===== src/rtl/seq_ctrl_pkg.sv =====
// Shared types, sizing constants and helpers for the programmable step sequencer.
package seq_ctrl_pkg;

  typedef enum logic [1:0] {ST_IDLE, ST_RUN, ST_DONE} state_t;

  localparam int DEF_DEPTH = 8;
  localparam int IDX_W     = $clog2(DEF_DEPTH);
  localparam int LEN_W     = IDX_W + 1;

  // A run must cover at least one entry and never more than the table holds.
  function automatic logic len_ok(input int unsigned len, input int unsigned depth);
    return (len >= 1) && (len <= depth);
  endfunction

endpackage


===== src/rtl/seq_table.sv =====
// DEPTH x WIDTH register file: one synchronous write port, one combinational read port.
module seq_table #(
  parameter int WIDTH = 4,
  parameter int DEPTH = 8
) (
  input  logic                     i_clk,
  input  logic                     i_reset,
  input  logic                     i_we,
  input  logic [$clog2(DEPTH)-1:0] i_waddr,
  input  logic [WIDTH-1:0]         i_wdata,
  input  logic [$clog2(DEPTH)-1:0] i_raddr,
  output logic [WIDTH-1:0]         o_rdata
);

  logic [WIDTH-1:0] r_mem [DEPTH];

  always_ff @(posedge i_clk or posedge i_reset) begin
    if (i_reset) begin
      for (int i = 0; i < DEPTH; i++) begin
        r_mem[i] <= '0;
      end
    end else if (i_we) begin
      r_mem[i_waddr] <= i_wdata;
    end
  end

  assign o_rdata = r_mem[i_raddr];

endmodule


===== src/rtl/seq_step_controller.sv =====
// Programmable step sequencer: walks the first len table entries over valid/ready,
// repeating the pass a programmed number of times or forever.
module seq_step_controller
  import seq_ctrl_pkg::*;
#(
  parameter int WIDTH  = 4,
  parameter int DEPTH  = DEF_DEPTH,
  parameter int LOOP_W = 8
) (
  input  logic                     i_clk,
  input  logic                     i_reset,
  input  logic                     i_cfg_we,
  input  logic [$clog2(DEPTH)-1:0] i_cfg_addr,
  input  logic [WIDTH-1:0]         i_cfg_data,
  input  logic [$clog2(DEPTH):0]   i_cfg_len,
  input  logic [LOOP_W-1:0]        i_cfg_loops,
  input  logic                     i_start,
  input  logic                     i_stop,
  output logic                     o_out_valid,
  input  logic                     i_out_ready,
  output logic [WIDTH-1:0]         o_dataout,
  output logic                     o_busy,
  output logic                     o_done,
  output logic                     o_cfg_err
);

  localparam int AW = $clog2(DEPTH);
  localparam int LW = AW + 1;

  state_t            r_state;
  logic [AW-1:0]     r_idx;
  logic [LW-1:0]     r_len;
  logic [LOOP_W-1:0] r_loops;
  logic [LOOP_W-1:0] r_loop_cnt;
  logic              r_out_valid;
  logic              r_busy;
  logic              r_done;
  logic              r_cfg_err;

  logic              w_tab_we;
  logic [WIDTH-1:0]  w_rd_data;
  logic              w_last_idx;
  logic              w_last_pass;
  logic              w_len_ok;

  // The table is only writable while idle, so a running pass never sees a torn update.
  assign w_tab_we    = i_cfg_we && (r_state == ST_IDLE);
  assign w_last_idx  = ({1'b0, r_idx} == (r_len - LW'(1)));
  assign w_last_pass = (r_loops != '0) && (r_loop_cnt == (r_loops - LOOP_W'(1)));
  assign w_len_ok    = len_ok(32'(i_cfg_len), 32'(DEPTH));

  seq_table #(
    .WIDTH(WIDTH),
    .DEPTH(DEPTH)
  ) u_table (
    .i_clk  (i_clk),
    .i_reset(i_reset),
    .i_we   (w_tab_we),
    .i_waddr(i_cfg_addr),
    .i_wdata(i_cfg_data),
    .i_raddr(r_idx),
    .o_rdata(w_rd_data)
  );

  always_ff @(posedge i_clk or posedge i_reset) begin
    if (i_reset) begin
      r_state     <= ST_IDLE;
      r_idx       <= '0;
      r_len       <= '0;
      r_loops     <= '0;
      r_loop_cnt  <= '0;
      r_out_valid <= 1'b0;
      r_busy      <= 1'b0;
      r_done      <= 1'b0;
      r_cfg_err   <= 1'b0;
    end else begin
      r_done    <= 1'b0;
      r_cfg_err <= 1'b0;
      case (r_state)
        ST_IDLE: begin
          if (i_start && !i_stop) begin
            if (w_len_ok) begin
              r_len       <= i_cfg_len;
              r_loops     <= i_cfg_loops;
              r_idx       <= '0;
              r_loop_cnt  <= '0;
              r_state     <= ST_RUN;
              r_out_valid <= 1'b1;
              r_busy      <= 1'b1;
            end else begin
              r_cfg_err <= 1'b1;
            end
          end
        end
        ST_RUN: begin
          r_cfg_err <= i_cfg_we;
          // A beat accepted alongside stop has already been handed to the consumer.
          if (i_stop) begin
            r_state     <= ST_IDLE;
            r_out_valid <= 1'b0;
            r_busy      <= 1'b0;
          end else if (i_out_ready) begin
            if (!w_last_idx) begin
              r_idx <= r_idx + AW'(1);
            end else if (w_last_pass) begin
              r_state     <= ST_DONE;
              r_out_valid <= 1'b0;
              r_busy      <= 1'b0;
              r_done      <= 1'b1;
            end else begin
              r_idx <= '0;
              if (r_loop_cnt != {LOOP_W{1'b1}}) begin
                r_loop_cnt <= r_loop_cnt + LOOP_W'(1);
              end
            end
          end
        end
        ST_DONE: begin
          r_cfg_err <= i_cfg_we;
          r_state   <= ST_IDLE;
        end
        default: begin
          r_state     <= ST_IDLE;
          r_out_valid <= 1'b0;
          r_busy      <= 1'b0;
        end
      endcase
    end
  end

  assign o_out_valid = r_out_valid;
  assign o_busy      = r_busy;
  assign o_done      = r_done;
  assign o_cfg_err   = r_cfg_err;
  assign o_dataout   = r_out_valid ? w_rd_data : '0;

endmodule


===== config.mk =====
export PLATFORM = sky130hd
export DESIGN_NAME = seq_step_controller
export DESIGN_NICKNAME = d
export VERILOG_FILES = /design/src/rtl/seq_ctrl_pkg.sv /design/src/rtl/seq_table.sv /design/src/rtl/seq_step_controller.sv
export SDC_FILE = /design/constraint.sdc
export NUM_CORES = 1
export LEC_CHECK = 0
export ABC_AREA = 0
export BUFFER_PORTS_ARGS = -buffer_cell sky130_fd_sc_hd__clkbuf_2
export CAP_MARGIN = 5
export CORE_ASPECT_RATIO = 2
export CORE_UTILIZATION = 41
export CTS_BUF_LIST = sky130_fd_sc_hd__clkbuf_4 sky130_fd_sc_hd__clkbuf_8 sky130_fd_sc_hd__clkbuf_16
export DETAILED_ROUTE_END_ITERATION = 8
export MAX_ROUTING_LAYER = met4
export PLACE_DENSITY = 0.64
export SKIP_LAST_GASP = 1
export SYNTH_ARGS = -nofsm -noshare
export SYNTH_HDL_FRONTEND = slang
export SYNTH_SLANG_ARGS = --single-unit

===== constraint.sdc =====
create_clock -name i_clk -period 5.1 [get_ports i_clk]
set_clock_uncertainty 0.2 [all_clocks]
set_input_delay 0.255 -clock i_clk [delete_from_list [all_inputs] [get_ports i_clk]]
set_output_delay 0.255 -clock i_clk [all_outputs]
set_load 0.02 [all_outputs]

**Word level (Yosys, flattened, before mapping)**

Cells that the tools add are included.

- Flip-flop bits (word level): 60
- Bits in latches: 0
- Memory bits (writable): 0
- Memory bits (read-only): 0
- Input port bits: 25
- Output and inout bits: 8
- Logic and storage cells: 103
- Memories: 0

- $add $sub $neg: 4
- Multipliers: 0
- Divide/modulo/power cells: 0
- Order comparisons: 5
- Eq/ne operators: 16
- Shift-type cells: 0
- Muxes and demuxes: 44
- Bitwise logic cells: 3
- Reductions and logical operators: 15

Operators by type and width:

| kind | number |
|---|---|
| 8-bit two-way mux | 7 |
| 32-bit bitwise mux | 1 |
| 3-bit two-way mux | 6 |
| 4-bit two-way mux | 4 |
| 8-bit one-hot mux with 2 select lines | 1 |
| 1-bit two-way mux | 13 |
| 4-bit binary-select mux with 3-bit select | 1 |
| 4-bit demux with 3-bit select | 1 |
| 2-bit two-way mux | 6 |
| 2-bit != test, second input constant | 6 |
| 3-bit != test, second input constant | 4 |
| 6-bit AND reduction | 2 |
| 8-bit by 1-bit adder with 8-bit output, second input constant | 1 |
| 8-bit == test | 1 |
| 4-bit >= comparator, second input constant | 2 |
| 8-bit != test, second input constant | 1 |
| 3-bit inverter with 4-bit output | 2 |
| 8-bit AND reduction | 1 |
| 8-bit nonzero test | 1 |
| 8-bit by 1-bit subtractor with 8-bit output, second input constant | 1 |
| 3-bit one-hot mux with 2 select lines | 1 |
| 1-bit logical AND | 5 |
| 5-bit AND reduction | 1 |
| 3-bit by 4-bit == test with 1-bit output | 1 |
| other kinds (17) | 17 |

**Logic depth before layout (Yosys ltp)**

Gate-level depths: netlist (run 1).

- Word-level depth: 8
- Mapped depth: 10
- Gate-level depth less buffers: 9

**Modules after synthesis**

Synthesis (run 1) repeated with hierarchy kept, for this count alone.

- Cell total of the unflattened synthesis: 276
- Area, all modules: 3403.3 um2

Modules (own cells, without submodules):

| module | times used | cells an instance | area each (um2) | sequential area each (um2) |
|---|---|---|---|---|
| seq_step_controller | 1 | 189 | 1866.8 | 700.7 |
| seq_table | 1 | 87 | 1536.5 | 800.8 |

**Least setup slack after synthesis (run 1)**

Ideal clock, no wire load.

- Path type: register -> register
- Start: register r_loops[0]
- End: register r_loop_cnt[1]
- Library setup time: 0.126 ns
- Data arrival time: 2.317 ns
- Required time: 4.774 ns
- Slack: 2.457 ns
- Stages on the path, launching flop included: 10
- Path buffers: 1
- Clock period less this slack: 2.643 ns
- Path through: dfrtp_1 > inv_1 > ha_1 > xnor2_1 > o2bb2ai_1 > a2111o_1 > a211oi_2 > a2111oi_4 > buf_6 > a221o_1

- Cells in the longest elaborated chain, start to end: 5
- Elaborated cells between the ends (all ways): 6
- Classes of those cells: add/sub: 1; eq/ne: 2; reduce/logical: 3

RTL lines:

| what | RTL line | RTL |
|---|---|---|
| start, declared | seq_step_controller.sv:33 | `logic [LOOP_W-1:0] r_loops;` |
| start signal, assigned | seq_step_controller.sv:84 | `r_loops <= i_cfg_loops;` |
| 8-bit by 1-bit subtractor with 8-bit output | seq_step_controller.sv:49 | `assign w_last_pass = (r_loops != '0) && (r_loop_cnt == (r_loops - LOOP_W'(1)));` |
| 8-bit == test | seq_step_controller.sv:49 |  |
| 1-bit logical AND (*) | seq_step_controller.sv:49 |  |
| 2-bit != test (no source line) (*) | n/a |  |
| 8-bit AND reduction (no source line) (*) | n/a |  |
| end signal, assigned | seq_step_controller.sv:113 | `r_loop_cnt <= r_loop_cnt + LOOP_W'(1);` |
| end, declared | seq_step_controller.sv:34 | `logic [LOOP_W-1:0] r_loop_cnt;` |

Mark *: on every way between the ends. The rest lies on a longest branch, timed or not.
A chain may end at the register's enable or synchronous reset.

**Final worst setup path (run 1)**

- Start: register r_len[0]
- End: register r_loop_cnt[4]

- Cells in the longest elaborated chain, start to end: 4

RTL lines:

| what | RTL line | RTL |
|---|---|---|
| start, declared | seq_step_controller.sv:32 | `logic [LW-1:0] r_len;` |
| start signal, assigned | seq_step_controller.sv:83 | `r_len <= i_cfg_len;` |
| 4-bit by 1-bit subtractor with 4-bit output | seq_step_controller.sv:48 | `assign w_last_idx = ({1'b0, r_idx} == (r_len - LW'(1)));` |
| 3-bit by 4-bit == test with 1-bit output | seq_step_controller.sv:48 |  |
| 2-bit != test (no source line) | n/a |  |
| 8-bit AND reduction (no source line) | n/a |  |

No other way between the ends.

==> results of run 1 <==
## cell usage in the layout (no fill, tap or decap), types with 2 or more instances in the layout
| master | n |
|---|---|
| sky130_fd_sc_hd__mux4_2 | 8 |
| sky130_fd_sc_hd__a22o_1 | 3 |
| sky130_fd_sc_hd__nor2_1 | 11 |
| sky130_fd_sc_hd__dfrtp_1 | 60 |
| sky130_fd_sc_hd__o21ai_0 | 15 |
| sky130_fd_sc_hd__nand4_1 | 3 |
| sky130_fd_sc_hd__and4b_1 | 2 |
| sky130_fd_sc_hd__mux2_2 | 39 |
| sky130_fd_sc_hd__nand2_1 | 25 |
| sky130_fd_sc_hd__nor2b_1 | 4 |
| sky130_fd_sc_hd__inv_1 | 11 |
| sky130_fd_sc_hd__clkinv_2 | 3 |
| sky130_fd_sc_hd__dlygate4sd3_1 | 13 |
| sky130_fd_sc_hd__a21boi_0 | 5 |
| sky130_fd_sc_hd__and3_1 | 6 |
| sky130_fd_sc_hd__nor3b_1 | 2 |
| sky130_fd_sc_hd__xnor2_1 | 7 |
| sky130_fd_sc_hd__a221o_1 | 2 |
| sky130_fd_sc_hd__xor2_1 | 6 |
| sky130_fd_sc_hd__a211o_1 | 5 |
| sky130_fd_sc_hd__and2_1 | 2 |
| sky130_fd_sc_hd__clkbuf_16 | 9 |
| sky130_fd_sc_hd__nand3_1 | 8 |
| sky130_fd_sc_hd__a21bo_2 | 2 |
| sky130_fd_sc_hd__nand2b_1 | 5 |
| sky130_fd_sc_hd__o41ai_1 | 2 |
| sky130_fd_sc_hd__nor3_1 | 6 |
| sky130_fd_sc_hd__nand3b_1 | 2 |
| sky130_fd_sc_hd__nor4_1 | 3 |
| sky130_fd_sc_hd__ha_1 | 9 |
| sky130_fd_sc_hd__clkbuf_2 | 32 |
| sky130_fd_sc_hd__clkinvlp_4 | 3 |
| sky130_fd_sc_hd__a31oi_1 | 4 |
| sky130_fd_sc_hd__nor4b_1 | 2 |
| sky130_fd_sc_hd__a21oi_1 | 10 |
## what timing repair did
item	4_1_cts	5_1_grt
hold buffers	13	0
endpoints found under the setup margin	0	0
hold endpoints to repair	72	0
setup buffers	0	0
## kinds of logic after synthesis
| logic type | share of synthesized area (%) |
|---|---|
| multiplexers | 18.6 |
| flip-flops | 45.1 |
| XOR/XNOR | 3.42 |
| AND/OR/NAND/NOR | 13.1 |
| AO/OA/AOI/OAI | 13.5 |
| adder cells (fa/ha/maj) | 3.38 |
| buffers and inverters | 2.93 |
## stage by stage
stage	setup WS (ns)	hold slack, ns	total power [mW]
after floorplan	2.46	0.150	1.49
after global placement	2.00	0.274	1.68
after detailed placement	1.83	0.273	1.72
after CTS	1.78	0.0355	2.33
after global routing	1.50	0.0529	2.45
final	1.76	0.0522	2.31
## cell usage after synthesis, types with 2 or more instances
library cell,instances,share of area (%)
sky130_fd_sc_hd__mux2_2,39,13
sky130_fd_sc_hd__a21boi_0,5,1.1
sky130_fd_sc_hd__nor4b_1,2,0.53
sky130_fd_sc_hd__a21bo_2,2,0.60
sky130_fd_sc_hd__nand2b_1,5,0.94
sky130_fd_sc_hd__a21oi_1,10,1.5
sky130_fd_sc_hd__nor3b_1,2,0.45
sky130_fd_sc_hd__nor3_1,6,0.90
sky130_fd_sc_hd__nor2_1,11,1.2
sky130_fd_sc_hd__a221o_1,2,0.60
sky130_fd_sc_hd__a211o_1,5,1.3
sky130_fd_sc_hd__clkbuf_1,4,0.45
sky130_fd_sc_hd__and4b_1,2,0.60
sky130_fd_sc_hd__o41ai_1,2,0.53
sky130_fd_sc_hd__nand4_1,3,0.56
sky130_fd_sc_hd__ha_1,9,3.4
sky130_fd_sc_hd__a31oi_1,4,0.75
sky130_fd_sc_hd__dfrtp_1,60,45
sky130_fd_sc_hd__xnor2_1,7,1.8
sky130_fd_sc_hd__a22o_1,3,0.79
sky130_fd_sc_hd__nand3b_1,2,0.45
sky130_fd_sc_hd__nand3_1,8,1.2
sky130_fd_sc_hd__nor2b_1,4,0.75
sky130_fd_sc_hd__buf_2,2,0.30
sky130_fd_sc_hd__nor4_1,3,0.56
sky130_fd_sc_hd__nand2_1,25,2.8
sky130_fd_sc_hd__mux4_2,8,5.4
sky130_fd_sc_hd__and3_1,6,1.1
sky130_fd_sc_hd__inv_1,12,1.4
sky130_fd_sc_hd__o21ai_0,15,2.3
sky130_fd_sc_hd__and2_1,2,0.38
sky130_fd_sc_hd__xor2_1,6,1.6
## layer usage
metal,share of wire [%],global-route usage (%)
met1,35,19.2
met2,59,39.7
met3,3.1,4.58
met4,3.6,12.1
met5,0,-
## worst max path at each step
stage,from,to,cells after the start
finish,r_len[0]$_DFFE_PP0P_,r_loop_cnt[4]$_DFFE_PP0P_,8
global placement,r_len[0]$_DFFE_PP0P_,r_loop_cnt[1]$_DFFE_PP0P_,8
detailed placement,r_len[0]$_DFFE_PP0P_,r_loop_cnt[4]$_DFFE_PP0P_,8
floorplan,r_loops[0]$_DFFE_PP0P_,r_loop_cnt[1]$_DFFE_PP0P_,9
global route,r_len[0]$_DFFE_PP0P_,r_loop_cnt[5]$_DFFE_PP0P_,8
CTS,r_len[0]$_DFFE_PP0P_,r_loop_cnt[4]$_DFFE_PP0P_,8
## state kept, by name, summed over array words and instances, names as in the netlist
name           count
o_done             1
o_busy             1
u_table.r_mem     32
r_state            2
r_len              4
r_loops            8
o_cfg_err          1
r_idx              3
r_loop_cnt         8
## worst max-delay path, cell delays in order, from the launching register on
cell and delay [ns]:
sky130_fd_sc_hd__dfrtp_1 0.39, sky130_fd_sc_hd__inv_1 0.09, sky130_fd_sc_hd__ha_1 0.21, sky130_fd_sc_hd__xor2_1 0.19
sky130_fd_sc_hd__o41ai_1 0.30, sky130_fd_sc_hd__nand4_1 0.46, sky130_fd_sc_hd__a2111oi_4 0.80, sky130_fd_sc_hd__nor2_1 0.24
sky130_fd_sc_hd__a211o_1 0.35
## power breakdown
part	leakage [nW]	switching, mW	total (mW)	internal [mW]
registers	0.732	0.220	0.893	0.672
clock network	0.137	0.214	0.588	0.374
logic	0.853	0.387	0.825	0.437
total	1.72	0.821	2.31	1.48
## area by class of cell
type / count / area (sq um) / share of cell area, %
multi-input combinational: 213 / 1730 / 43.4
sequential: 60 / 1500 / 37.6
timing repair buffer: 46 / 298 / 7.46
clock buffer: 9 / 225 / 5.64
tap: 96 / 120 / 3.01
clock inverter: 7 / 67.6 / 1.69
inverter: 12 / 45.0 / 1.13
==> results by group, run 1 <==
Timing
  • Fin crit period: between 3 and 4 ns
  • Final sum of negative setup slack: 0 ns
  • Fmax: 300 MHz
  • Number of endpoints failing setup at the final stage: 0
  • Unrepaired setup endpoints after global routing: no
  • Fin. Hold Viols: 0
  • Period utilisation layout: between 60% and 70%
  • Worst slew margin relative to its limit: 37.2%
  • Transition time at the pin with the least slew margin: 0.935 ns
  • Slew Viols, Final: 0

Logic synthesis
  • Number of flops mapped to enable cells by yosys: 0
  • Dominant synthesized flop cell: sky130_fd_sc_hd__dfrtp_1
  • Gate count after technology mapping: roughly 300
  • Synth async-reset ratio: 100%
  • Synth cell types: between 50 and 60
  • Netlist area before placement: 3330 sq um
  • Number of synthesis warnings: 0
  • Nets in the synthesized netlist: around 330
  • Sequential area share after synthesis: 45.1%
  • Register bit total from synthesis: 60
  • Avg Inst Size Synth: between 10 and 15 sq um

GRT
  • Vias in the first global route: ~2500
  • Pin count of the biggest net entering global routing: 61
  • Total track usage: 21.5%
  • Initial antenna violation count: 0
  • Global route total overflow: 0
  • Wire length of the first global-routing pass: 12600 um

Critical path
  • Critical-path maximum fanout: 16
  • Reg2reg end: r_loop_cnt[4]$_DFFE_PP0P_
  • Type of the worst setup path: flip-flop to flip-flop
  • CP arrival: 3.35 ns
  • WP data required: 5.11 ns
  • Depth of the worst register-to-register path: 8
  • Worst R2R Setup Slack: 1.76 ns
  • Endpoint class of the critical path: flip-flop
  • Startpoint types: flip-flop
  • Reg-to-Reg Start: r_len[0]$_DFFE_PP0P_

Clocking
  • Clock-pin transition on the worst setup and hold timing paths: 0.05 ns
  • Worst-Skew Late Latency: 0.33 ns
  • Count of clock tree sinks: 60
  • Number of H-tree levels: 3
  • CTS root buffer: sky130_fd_sc_hd__clkbuf_16
  • TritonCTS buffer count: 9
  • Number of gates resized after CTS: 0
  • Number of buffers on the longest clock path: 2
  • Clock tree from TritonCTS: yes

Placed design
  • Total half-perimeter wirelength after legalization and detailed placement: roughly 6000 um
  • Number of cells in the design after placement: 414
  • Number of I/O port buffers: 32
  • Gpl congestion: around 0.82
  • Post-place instance area: roughly 3600 sq um

Floorplanning
  • Horizontal die dimension: 65.7 um
  • Die height: 129 um
  • Number of top-level pins: 33
  • Core outline area: 7890 sq um
  • Initial standard-cell utilization of the core: roughly 42%
  • Num rows: 46
  • Die footprint: approximately 8500 sq um

Worst hold path
  • Hold Crit Endpoint: o_done$_DFF_PP0_
  • Hold crit path type: input pin to flip-flop
  • Source of the worst hold timing path: i_out_ready
  • WHS Path Cells: 2

Detailed routing
  • Number of DRC violations after detailed-routing iteration 0: 70
  • Number of detailed-route iterations in the first pass: 4
  • Detailed Route WL: 7980 um
  • Routed wirelength normalized by instance count: 18.0 um
  • Detailed-route DRC error count: 0
  • Vias per cell: 5.66
  • Remaining antenna violation count: 0
  • Vias: 2507

Layout
  • Fin util: between 50% and 60%
  • Area growth syn-to-layout: 19.8%
  • Count of antenna diodes in the layout: 0
  • Final non-filler cell total: 443
  • Share of final-layout standard cells stronger than drive strength 1: about 30%
  • Total of fill cells in the finished design: 691
  • Net total in the final layout: 376
  • Final standard cell area without fillers: approximately 4000 sq um

Pwr
  • Maximum resistive drop on vdd: between 0.3 and 0.4 mV
  • Power density over the cells: roughly 580 nW/um^2
  • Lkg Pwr: 1.72 nW

Run status
  • Result of the run: complete, no violations

Run
  • Max_cap viols: 0
No activity file was read; power rests on OpenSTA's default activity.
==> run 2, diff against run 1 <==
Clock period 5.1 ns to 3.1 ns, I/O delays scaled along.
==> run 2 against run 1 <==
Net effect: sequential power up 60%; worst hold slack worse by 0.041 ns; via count up 3.0%; non-clock buffer count up 16; sequential cell count unchanged; final area up 4.4%; register-to-register slack worse by 1.6 ns; clock power up 82%; die area unchanged; maximum frequency up 16%; first-iteration DRC count up 66%.
==> results by group, run 2 (synthesis results as in run 1) <==
Layout
  • Final non-filler cell total: 459 (+3.6%)
  • Top library cells by usage in the layout, fill and taps aside: sky130_fd_sc_hd__dfrtp_1, sky130_fd_sc_hd__mux2_2, sky130_fd_sc_hd__clkbuf_2, sky130_fd_sc_hd__nand2_1, sky130_fd_sc_hd__dlygate4sd3_1
  • Final standard cell area without fillers: 4170 sq um (+4.4%)
  • Register area: 1500 sq um (unchanged)
  • Top Registers: u_table.r_mem: 32 flops, r_loop_cnt: 8 flops, r_loops: 8 flops
  • Most frequent standard cell in the layout excluding fill and tap cells: sky130_fd_sc_hd__dfrtp_1
  • Number of flip-flops under the largest register name: 32 (unchanged)
  • Fin util: 52.8% (+2.2 points)
  • Area growth syn-to-layout: 25.0%
  • Footprint of the multi-input gates: 1750 sq um (+0.79%)
  • Reg with most FFs: u_table.r_mem
  • Net total in the final layout: 392 (+4.3%)
  • Count of antenna diodes in the layout: 0 (unchanged)
  • Share of final-layout standard cells stronger than drive strength 1: 32.0% (+2.0 points)
  • Total of fill cells in the finished design: 667 (-3.5%)

Critical path
  • Number of buffer and inverter instances along the worst setup path: 2 (+1)
  • CP arrival: 2.96 ns (-0.39 ns)
  • Crit path max-delay cell type: sky130_fd_sc_hd__a2111o_1
  • Critical-path maximum fanout: 15 (-1)
  • WP data required: 3.18 ns (-1.93 ns)
  • Type of the worst setup path: flip-flop to flip-flop
  • Family with the most delay on the worst path: compound AO/OA/AOI/OAI gates
  • Endpoint class of the critical path: flip-flop
  • Highest cell delay on the worst timing path: 0.44 ns (-0.36 ns)
  • Startpoint types: flip-flop
  • Critical-path cell list: inv_1 -> ha_1 -> xnor2_1 -> o2bb2ai_1 -> a2111o_1 -> a211oi_4 -> a2111oi_4 -> buf_4 -> nor2_1 -> a221o_1

Timing
  • Fin crit period: 2.89 ns (-0.449 ns)
  • Worst slew margin relative to its limit: 48.8% (+12 points)
  • Fmax: 346 MHz (+16%)
  • Final sum of negative setup slack: 0 ns (unchanged)
  • Worst-case setup margin in the final layout: 0.213 ns (-1.55 ns)
  • Transition time at the pin with the least slew margin: 0.767 ns (-0.168 ns)
  • Slew Viols, Final: 0 (unchanged)
  • Number of endpoints failing setup at the final stage: 0 (unchanged)
  • Worst hold margin: 0.0112 ns (-0.0409 ns)
  • Period utilisation layout: 93.1% (+28 points)
  • Unrepaired setup endpoints after global routing: no
  • Fin. Hold Viols: 0 (unchanged)

Floorplanning
  • Core outline area: 7890 sq um (unchanged)
  • Die height: 129 um (unchanged)
  • Die footprint: 8510 sq um (unchanged)
  • Number of top-level pins: 33 (unchanged)
  • Num rows: 46 (unchanged)
  • Initial standard-cell utilization of the core: 42.3% (unchanged)
  • Horizontal die dimension: 65.7 um (unchanged)

Pwr
  • Proportion of power drawn by flip-flops and latches: 36.1% (-2.6 points)
  • Design Power: 3.97 mW (+72%)
  • Net switching fraction of the power: 34.4% (-1.3 points)
  • Internal portion of total power: 2.61 mW (+76%)
  • Proportion of power drawn by combinational gates: 36.8% (+1.0 points)
  • Switch Pwr: 1.36 mW (+66%)
  • Lkg Pwr: 1.82 nW (+5.8%)
  • Clock network fraction of design power: 27.1% (+1.6 points)
  • Power density over the cells: 953 nW/um^2 (+65%)
  • Maximum resistive drop on vdd: 0.642 mV (+110%)

GRT
  • Wire length of the first global-routing pass: 12800 um (+2.0%)
  • Initial antenna violation count: 0 (unchanged)
  • Global route total overflow: 0 (unchanged)
  • Pin count of the biggest net entering global routing: 37 (-39%)
  • Vias in the first global route: 2732 (+8.7%)
  • Total track usage: 21.7% (+0.25 points)

Placed design
  • Gpl congestion: 0.846 (+3.8%)
  • Post-placement setup slack: 0.193 ns (-1.63 ns)
  • Total half-perimeter wirelength after legalization and detailed placement: 6030 um (+1.9%)
  • Number of I/O port buffers: 32 (unchanged)
  • Post-place instance area: 3650 sq um (+2.3%)
  • Number of cells in the design after placement: 425 (+2.7%)

Clocking
  • TritonCTS buffer count: 9 (unchanged)
  • Clock-pin transition on the worst setup and hold timing paths: 0.05 ns (about the same)
  • Worst-Skew Late Latency: 0.34 ns (about the same)
  • Number of H-tree levels: 3 (unchanged)
  • CTS root buffer: sky130_fd_sc_hd__clkbuf_16
  • Number of buffers on the longest clock path: 2 (unchanged)
  • Count of clock tree sinks: 60 (unchanged)
  • Clock tree from TritonCTS: yes

Worst hold path
  • Hold crit path type: input pin to flip-flop

Detailed routing
  • Routed wirelength normalized by instance count: 17.3 um (-3.8%)
  • Detailed-route DRC error count: 0 (unchanged)
  • Detailed Route WL: 7960 um (-0.34%)
  • Remaining antenna violation count: 0 (unchanged)
  • Vias per cell: 5.62 (-0.64%)
  • Number of detailed-route iterations in the first pass: 4 (unchanged)
  • Vias: 2581 (+3.0%)
  • Number of DRC violations after detailed-routing iteration 0: 116 (+66%)

Run
  • Max_cap viols: 0 (unchanged)

Run status
  • Result of the run: complete, no violations
==> run 2: cell types whose count changed in the layout (fill, tap and decap cells not counted), sizes merged <==
cell,before,now
buf,1,12
dlygate4sd3,13,18
clkbuf,41,44
clkinvlp,3,0
bufinv,1,2
clkinv,3,2
==> run 2: what timing repair did <==
item,CTS,global route
gates resized for setup,0,2
endpoints found under the hold margin,74,0
hold buffers,18,0
setup endpoints to repair,0,4
setup buffers,0,0
==> run 2: final cells by class <==
type / instances / area share, %
clock buffers: 12 / 5.95
multi-input cells: 213 / 41.9
repair buffers: 62 / 10.3
clock inverters: 4 / 1.77
flip-flops and latches: 60 / 36.0
inverters: 12 / 1.08
well taps: 96 / 2.88
==> run 2: worst paths after layout <==
path,slack (ns),endpoint,cells after the start,startpoint
min in group asynchronous,0.30,u_table.r_mem[23]$_DFFE_PP0P_,3,i_reset
worst max-delay path,0.21,r_loop_cnt[1]$_DFFE_PP0P_,10,r_loops[0]$_DFFE_PP0P_
worst max register to register,0.21,r_loop_cnt[1]$_DFFE_PP0P_,10,r_loops[0]$_DFFE_PP0P_
max in group asynchronous,1.73,r_len[3]$_DFFE_PP0P_,4,i_reset
worst min-delay path,0.01,o_cfg_err$_DFF_PP0_,3,i_cfg_we
worst min register to register,0.30,u_table.r_mem[7]$_DFFE_PP0P_,1,u_table.r_mem[7]$_DFFE_PP0P_
==> run 2: power by group through the flow <==
stage	combinational, mW	clock (mW)	sequential, mW
after detailed placement	1.43	0	1.44
after global routing	1.61	1.13	1.48
final	1.46	1.07	1.43
after CTS	1.46	1.09	1.43
after global placement	1.41	0	1.42
after floorplan	1.14	0	1.31
==> run 2: tightest hold or removal path: stages <==
cell,delay (ns)
sky130_fd_sc_hd__clkbuf_2,0.13
sky130_fd_sc_hd__a21oi_1,0.09
sky130_fd_sc_hd__nor2_1,0.11
==> run 2: per-layer routing <==
layer,global-route usage [%],up-vias,share of wire [%]
met2,39.0,71,57
met1,19.2,1267,34
met5,-,-,0
met3,5.19,32,3.3
met4,14.8,0,5.6
li1,-,1211,-
